## src/rtl/cfg_loader.sv

```systemverilog
// cfg_loader: configuration-chain master. Serialises bitstream bytes onto
// prog_clk/prog_en/prog_in and collects the bits pushed out of the chain tail
// on prog_out into readback bytes.
module cfg_loader #(
  parameter int CHAIN_LEN = 1024,
  parameter int CLK_DIV   = 2
) (
  input  logic       clk,
  input  logic       rst,
  input  logic       start,
  output logic       busy,
  output logic       done,
  input  logic [7:0] in_data,
  input  logic       in_valid,
  output logic       in_ready,
  output logic [7:0] out_data,
  output logic       out_valid,
  output logic       prog_clk,
  output logic       prog_en,
  output logic       prog_in,
  input  logic       prog_out
);

  localparam int BW = $clog2(CHAIN_LEN + 1);
  localparam int DW = $clog2(CLK_DIV + 1);

  typedef enum logic [2:0] {
    S_IDLE,
    S_LOAD,
    S_SHIFT_LO,
    S_SHIFT_HI,
    S_FINISH,
    S_DONE
  } state_t;

  state_t        state_q, state_d;
  logic          busy_q, busy_d;
  logic          prog_en_q, prog_en_d;
  logic          prog_clk_q, prog_clk_d;
  logic          prog_in_q, prog_in_d;
  logic [7:0]    data_q, data_d;
  logic [2:0]    bit_idx_q, bit_idx_d;
  logic [DW-1:0] div_q, div_d;
  logic [BW-1:0] bits_done_q, bits_done_d;
  logic [7:0]    rb_q, rb_d;
  logic [2:0]    rb_cnt_q, rb_cnt_d;
  logic [7:0]    out_data_q, out_data_d;
  logic          out_valid_q, out_valid_d;

  logic          div_last;
  assign div_last = (div_q == DW'(CLK_DIV - 1));

  assign busy      = busy_q;
  assign prog_en   = prog_en_q;
  assign prog_clk  = prog_clk_q;
  assign prog_in   = prog_in_q;
  assign out_data  = out_data_q;
  assign out_valid = out_valid_q;

  // State and datapath registers with synchronous reset (reset aborts a load).
  always_ff @(posedge clk) begin
    if (rst) begin
      state_q     <= S_IDLE;
      busy_q      <= 1'b0;
      prog_en_q   <= 1'b0;
      prog_clk_q  <= 1'b0;
      prog_in_q   <= 1'b0;
      data_q      <= '0;
      bit_idx_q   <= '0;
      div_q       <= '0;
      bits_done_q <= '0;
      rb_q        <= '0;
      rb_cnt_q    <= '0;
      out_data_q  <= '0;
      out_valid_q <= 1'b0;
    end else begin
      state_q     <= state_d;
      busy_q      <= busy_d;
      prog_en_q   <= prog_en_d;
      prog_clk_q  <= prog_clk_d;
      prog_in_q   <= prog_in_d;
      data_q      <= data_d;
      bit_idx_q   <= bit_idx_d;
      div_q       <= div_d;
      bits_done_q <= bits_done_d;
      rb_q        <= rb_d;
      rb_cnt_q    <= rb_cnt_d;
      out_data_q  <= out_data_d;
      out_valid_q <= out_valid_d;
    end
  end

  // Next-state, shift sequencing and readback capture.
  always_comb begin
    state_d     = state_q;
    busy_d      = busy_q;
    prog_en_d   = prog_en_q;
    prog_clk_d  = prog_clk_q;
    prog_in_d   = prog_in_q;
    data_d      = data_q;
    bit_idx_d   = bit_idx_q;
    div_d       = div_q;
    bits_done_d = bits_done_q;
    rb_d        = rb_q;
    rb_cnt_d    = rb_cnt_q;
    out_data_d  = out_data_q;
    out_valid_d = 1'b0;
    in_ready    = 1'b0;
    done        = 1'b0;

    case (state_q)
      S_IDLE: begin
        if (start) begin
          state_d     = S_LOAD;
          busy_d      = 1'b1;
          prog_en_d   = 1'b1;
          prog_clk_d  = 1'b0;
          bits_done_d = '0;
          rb_cnt_d    = '0;
          div_d       = '0;
        end
      end
      S_LOAD: begin
        in_ready = 1'b1;
        if (in_valid) begin
          data_d    = in_data;
          prog_in_d = in_data[7];
          bit_idx_d = 3'd7;
          div_d     = '0;
          state_d   = S_SHIFT_LO;
        end
      end
      S_SHIFT_LO: begin
        if (div_last) begin
          // The edge that raises prog_clk also samples the pre-shift tail bit.
          div_d       = '0;
          prog_clk_d  = 1'b1;
          state_d     = S_SHIFT_HI;
          bits_done_d = bits_done_q + BW'(1);
          rb_d        = {rb_q[6:0], prog_out};
          rb_cnt_d    = rb_cnt_q + 3'd1;
          if (rb_cnt_q == 3'd7) begin
            out_data_d  = {rb_q[6:0], prog_out};
            out_valid_d = 1'b1;
          end
        end else begin
          div_d = div_q + DW'(1);
        end
      end
      S_SHIFT_HI: begin
        if (div_last) begin
          div_d      = '0;
          prog_clk_d = 1'b0;
          if (bits_done_q == BW'(CHAIN_LEN)) begin
            state_d = S_FINISH;
            // Trailing partial byte: left-justify so padding lands in the LSBs.
            if (rb_cnt_q != 3'd0) begin
              out_data_d  = rb_q << (4'd8 - {1'b0, rb_cnt_q});
              out_valid_d = 1'b1;
            end
          end else if (bit_idx_q == 3'd0) begin
            state_d = S_LOAD;
          end else begin
            bit_idx_d = bit_idx_q - 3'd1;
            prog_in_d = data_q[6];
            data_d    = {data_q[6:0], 1'b0};
            state_d   = S_SHIFT_LO;
          end
        end else begin
          div_d = div_q + DW'(1);
        end
      end
      S_FINISH: begin
        prog_clk_d = 1'b0;
        state_d    = S_DONE;
      end
      S_DONE: begin
        done      = 1'b1;
        prog_en_d = 1'b0;
        busy_d    = 1'b0;
        state_d   = S_IDLE;
      end
      default: state_d = S_IDLE;
    endcase
  end

endmodule

```

## config.mk

```make
export PLATFORM = sky130hd
export DESIGN_NAME = cfg_loader
export DESIGN_NICKNAME = d
export VERILOG_FILES = /design/src/rtl/cfg_loader.sv
export SDC_FILE = /design/constraint.sdc
export NUM_CORES = 1
export LEC_CHECK = 0
export ABC_CLOCK_PERIOD_IN_PS = 4400
export BUFFER_PORTS_ARGS = -buffer_cell sky130_fd_sc_hd__buf_2
export CORE_MARGIN = 1.5
export CORE_UTILIZATION = 30
export DETAILED_ROUTE_END_ITERATION = 7
export PLACE_DENSITY = 0.53
export SYNTH_ARGS = -nofsm -noshare
export SYNTH_HDL_FRONTEND = slang
export SYNTH_SLANG_ARGS = --single-unit
```

## constraint.sdc

```tcl
create_clock -name clk -period 4.4 [get_ports clk]
set_input_delay 0.44 -clock clk [delete_from_list [all_inputs] [get_ports clk]]
set_output_delay 0.44 -clock clk [all_outputs]
set_load 0.02 [all_outputs]
```

---- Word level (Yosys, flattened, before mapping) ----
Cells that the tools add are included.
word-level totals
  flip-flop bits (word level) ............. 49
  word-level logic and storage cells ...... 105
operators by class
  $add $sub $neg .......................... 5
  equality and inequality tests ........... 17
  shift-type cells ........................ 1
  multiplexer cells ....................... 52
  reduce and logical (&&, ||, !) cells .... 18
operators by type and width
  cell                                           number
  two-way mux 8 bit                              5
  two-way mux 3 bit                              11
  two-way mux 7 bit                              4
  two-way mux 11 bit                             2
  case mux 11 bit (2 select lines)               1
  inequality test 2 bit, second input constant   9
  case mux 8 bit (2 select lines)                1
  two-way mux 1 bit                              15
  case mux 3 bit (5 select lines)                1
  case mux 7 bit (2 select lines)                1
  case mux 3 bit (2 select lines)                2
  adder 11 x 1 -> 11 bit, second input constant  1
  == test 11 bit, second input constant          1
  == test 3 bit, second input constant           3
  two-way mux 2 bit                              4
  AND reduction 4 bit                            2
  nonzero test 2 bit                             4
  << shifter 8 x 4 -> 8 bit                      1
  == test 3 x 2 -> 1 bit, second input constant  2
  logical NOT 3 bit                              2
  case mux 1 bit (2 select lines)                3
  case mux 2 bit (3 select lines)                1
  AND reduction 3 bit                            2
  AND reduction 6 bit                            1
  12 further kinds                               14

---- Longest topological paths before layout ----
  depth after elaboration ................. 6
  gate-level depth with buffers ........... 8
  gate-level depth less buffers ........... 7

---- Least setup slack after synthesis ----
No wires, ideal clock.
  path kind ............................... flip-flop to flip-flop
  start ................................... reg rb_cnt_q[0]
  end ..................................... reg out_data_q[0] (netlist: out_data[0])
  library setup time ...................... 0.058 ns
  data arrival time ....................... 2.301 ns
  data required time ...................... 4.342 ns
  slack ................................... 2.040 ns
  stages on the path, launching flop included .. 9
  buffers on the path ..................... 1
  period minus slack after synthesis ...... 2.360 ns
  cell sequence ........................... dfxtp_1 > clkbuf_1 > inv_1 > ha_1 > ha_1 > nor2_1 > or4b_2 > a21oi_1 > mux2_1
on the way
  cells in the longest elaborated chain, start to end .. 6
  elaborated cells on any way between the ends .. 11
ends and longest elaborated chain
  what                             RTL line  text
  start, declared                  46        logic [2:0] rb_cnt_q, rb_cnt_d;
  start signal, assigned           87        rb_cnt_q <= rb_cnt_d;
  subtractor 4 x 3 -> 4 bit        158       out_data_d = rb_q << (4'd8 - {1'b0, rb_cnt_q});
  << shifter 8 x 4 -> 8 bit        158
  two-way mux 8 bit                157       if (rb_cnt_q != 3'd0) begin
  two-way mux 8 bit                154       if (bits_done_q == BW'(CHAIN_LEN)) begin
  two-way mux 8 bit                151       if (div_last) begin
  case mux 8 bit (2 select lines)  111       case (state_q)
  end signal, assigned             88        out_data_q <= out_data_d;
  end, declared                    47        logic [7:0] out_data_q, out_data_d;
Parallel ways exist; a longest one is shown, timed or not. The select of a mux whose other input is x is not followed.
A chain may end at the register's enable or synchronous reset.

---- Worst setup path in the final report ----
Same ends and word-level chain as after synthesis.

==> impl_metrics.tcl <==
set metrics [dict create \
    wl_met3_um 282 \
    critical_path.max_fanout 11 \
    critPathTopFamily "simple AND/OR/NAND/NOR gates" \
    final-setup-viol-count 0 \
    drv_slew 0 \
    cts_tree "done" \
    async_flop_share_pct 0 \
    drive_gt1_share_pct 13.3 \
    final_cell_mix "dfxtp_1 (49), nand2_1 (31), a21oi_1 (31), buf_2 (27), nor2_1 (24)" \
    cp_slowest_cell "or4b_2" \
    max_stage_delay_ns 0.62 \
    hold_path_class "input pin to flip-flop" \
    power_density_nw_per_um2 297 \
    ys_types 61 \
    insertion_delay_ns 0.31 \
    ant_nets 0 \
    rows 34 \
    grt_overflow 0 \
    grt_pass1_vias 2334 \
    ys.flop_type "dfxtp_1" \
    synth-seq-cells 49 \
    vias_per_cell 5.45 \
    netlist_instances 324 \
    maxSlewHeadroom_pct 51.7 \
    io_buffers 27 \
    coreArea_um2 8850 \
    fin_nets 358 \
    synth_area_per_cell_um2 8.54 \
    routed.top_layer "met4" \
    fp.dieArea_um2 9810 \
    root_buffer "clkbuf_8" \
    numCtsBuffers 5 \
    io_pins 28 \
    dpl.hpwl_um 4700 \
    wl_met1_um 3330 \
    synth_edf_count 0 \
    drv_cap 0 \
    die_w_um 99.1 \
    wl_per_cell_um 15.2 \
    num-fill-cells 908 \
    path_cells "inv_1, ha_1, ha_1, nor2_1, or4b_2, a21oi_1, mux2_1" \
    cp-end-kind "flip-flop" \
    cts_resized 0 \
    wl_met2_um 3090 \
    seq_area_frac_synth_pct 35.4 \
    cts_sinks 49 \
    reg2reg_depth 7 \
    clk_path_buf_depth 2 \
    synth_fp_nets 345 \
    worst_pin_slew_ns 0.723 \
    cp_num_cells 7 \
    wl_um 6780 \
    die_height_um 99.1 \
    setup_tns_ns 0 \
    reg2reg_slack_ns 1.90 \
    cp_num_buf_inv 1 \
    rsz0062_at_grt "false" \
    area_growth_pct 10.2 \
    vias 2432 \
    postCtsSetupBuffers 0 \
    cts_hold_buf 0 \
    grt_pass1_wl_um 11400 \
    drt_pass1_iterations 4 \
    fmax_ghz 0.400 \
    synth_warnings 0 \
    layout_commonest_cell "dfxtp_1" \
    htree_num_levels 2 \
    critPathKind "flip-flop to flip-flop" \
    drc 0 \
    clkTransAtPathRegs_ns 0.09 \
    fin_skew_ns 0.00924 \
    hold_viol 0 \
    multi_input_area_um2 1650 \
    p_leak_uw 0.00113 \
    cp.arrival_ns 2.76 \
    initial_core_util_pct 31.3 \
    seq_area_um2 981 \
    diodes 0 \
    synth_area_um2 2770 \
    antenna_found_initial 0 \
    min_delay_path_depth 3 \
    irDropWorstVdd_v 0.000126 \
    min_period_ns 2.50 \
    min_period_over_period_pct 56.8 \
    status "completed" \
    gp_congestion 0.831 \
    power.total_uw 906 \
    start_kind "flip-flop" \
    cp.required_ns 4.66 \
    grt_max_degree 30 \
    grt_use_total_pct 14.3 \
    drtIter0Drc 182 \
    crit_top_cell "ha_1" \
]
[routing by layer]
metal | vias up | global-route usage (%)
li1 | 1236 | -
met1 | 1142 | 19.6
met2 | 46 | 22.9
met3 | 8 | 2.84
met4 | 0 | 3.79
met5 | - | 0
[report_power, final]
| group | switching, µW | internal, µW | total [µW] |
|---|---|---|---|
| clock network | 153 | 186 | 339 |
| registers | 15.6 | 455 | 471 |
| logic | 59.4 | 36.7 | 96.0 |
| total | 228 | 677 | 906 |
[sequential cells by signal (all words and copies together) (netlist names)]
register,count
prog_clk,1
prog_en,1
data_q,7
div_q,2
prog_in,1
rb_cnt_q,3
rb_q,8
state_q,3
bits_done_q,11
out_data,8
out_valid,1
bit_idx_q,3
[cells in the mapped netlist, types with 2 or more instances]
master,instances,area [µm²]
ha_1,8,100
o21bai_1,5,37.5
o221ai_1,4,35.0
o311ai_0,3,26.3
nor4bb_1,2,20.0
a31o_2,2,17.5
or3_1,4,25.0
a21oi_1,31,155
inv_1,10,37.5
nor3_1,6,30.0
buf_2,2,10.0
xnor2_1,2,17.5
a211oi_1,8,60.1
and3b_1,2,17.5
nand3b_1,2,15.0
and3_1,5,31.3
o21ai_0,14,70.1
mux2i_1,17,170
a32oi_1,3,26.3
o2111ai_1,2,17.5
a31oi_1,4,25.0
o21a_1,4,30.0
buf_4,3,22.5
nand2b_1,7,43.8
xor2_1,5,43.8
dfxtp_1,49,981
nand4_1,4,25.0
nor2b_1,2,12.5
and2_1,3,18.8
nand3_1,3,15.0
nor2_1,24,90.1
nand2_1,31,116
nor4_1,3,18.8
a311oi_1,8,70.1
o211ai_1,3,22.5
clkbuf_1,13,48.8
nor3b_1,2,15.0
[tightest hold or removal path, delay by kind of cell]
kind	cells	cell delay, ns
AOI/OAI and AO/OA	1	0.07
and+or+nand+nor	1	0.04
buffers and inverters	1	0.10
[final cells by class]
class,instances,share of cell area [%]
multi-input cells,244,53.9
flip-flops and latches,49,32.2
clock inverters,1,0.984
well taps,108,4.43
clock buffers,7,2.83
inverters,10,1.23
repair buffers,27,4.43
[stage by stage]
stage	std cells	util [%]	hold WS (ns)	setup slack (ns)	area, µm²
2_1_floorplan	324	-	0.452	2.04	2770
3_3_place_gp	438	33.2	0.462	1.99	2930
3_5_place_dp	438	33.2	0.459	1.94	2930
4_1_cts	446	34.5	0.387	1.94	3050
5_1_grt	446	34.5	0.390	1.79	3050
6_report	446	34.5	0.388	1.90	3050
[cells by family after synthesis]
kind of cell	Yosys count	synth area share, %
multiplexers	19	7.37
flip-flops	49	35.4
adder cells (fa/ha/maj)	8	3.62
AND/OR/NAND/NOR	111	22.4
XOR/XNOR	7	2.22
buffers and inverters	31	5.11
AO/OA/AOI/OAI	99	23.9
[worst paths after layout]
path                               to                      from
min reg2reg  out_data[1]$_SDFFE_PP0P_  out_data[1]$_SDFFE_PP0P_
max reg2reg  out_data[0]$_SDFFE_PP0P_  rb_cnt_q[0]$_SDFFE_PP0P_
min              prog_in$_SDFFE_PP0P_                in_data[7]
max          out_data[0]$_SDFFE_PP0P_  rb_cnt_q[0]$_SDFFE_PP0P_
(Power assumes the default switching activity.)
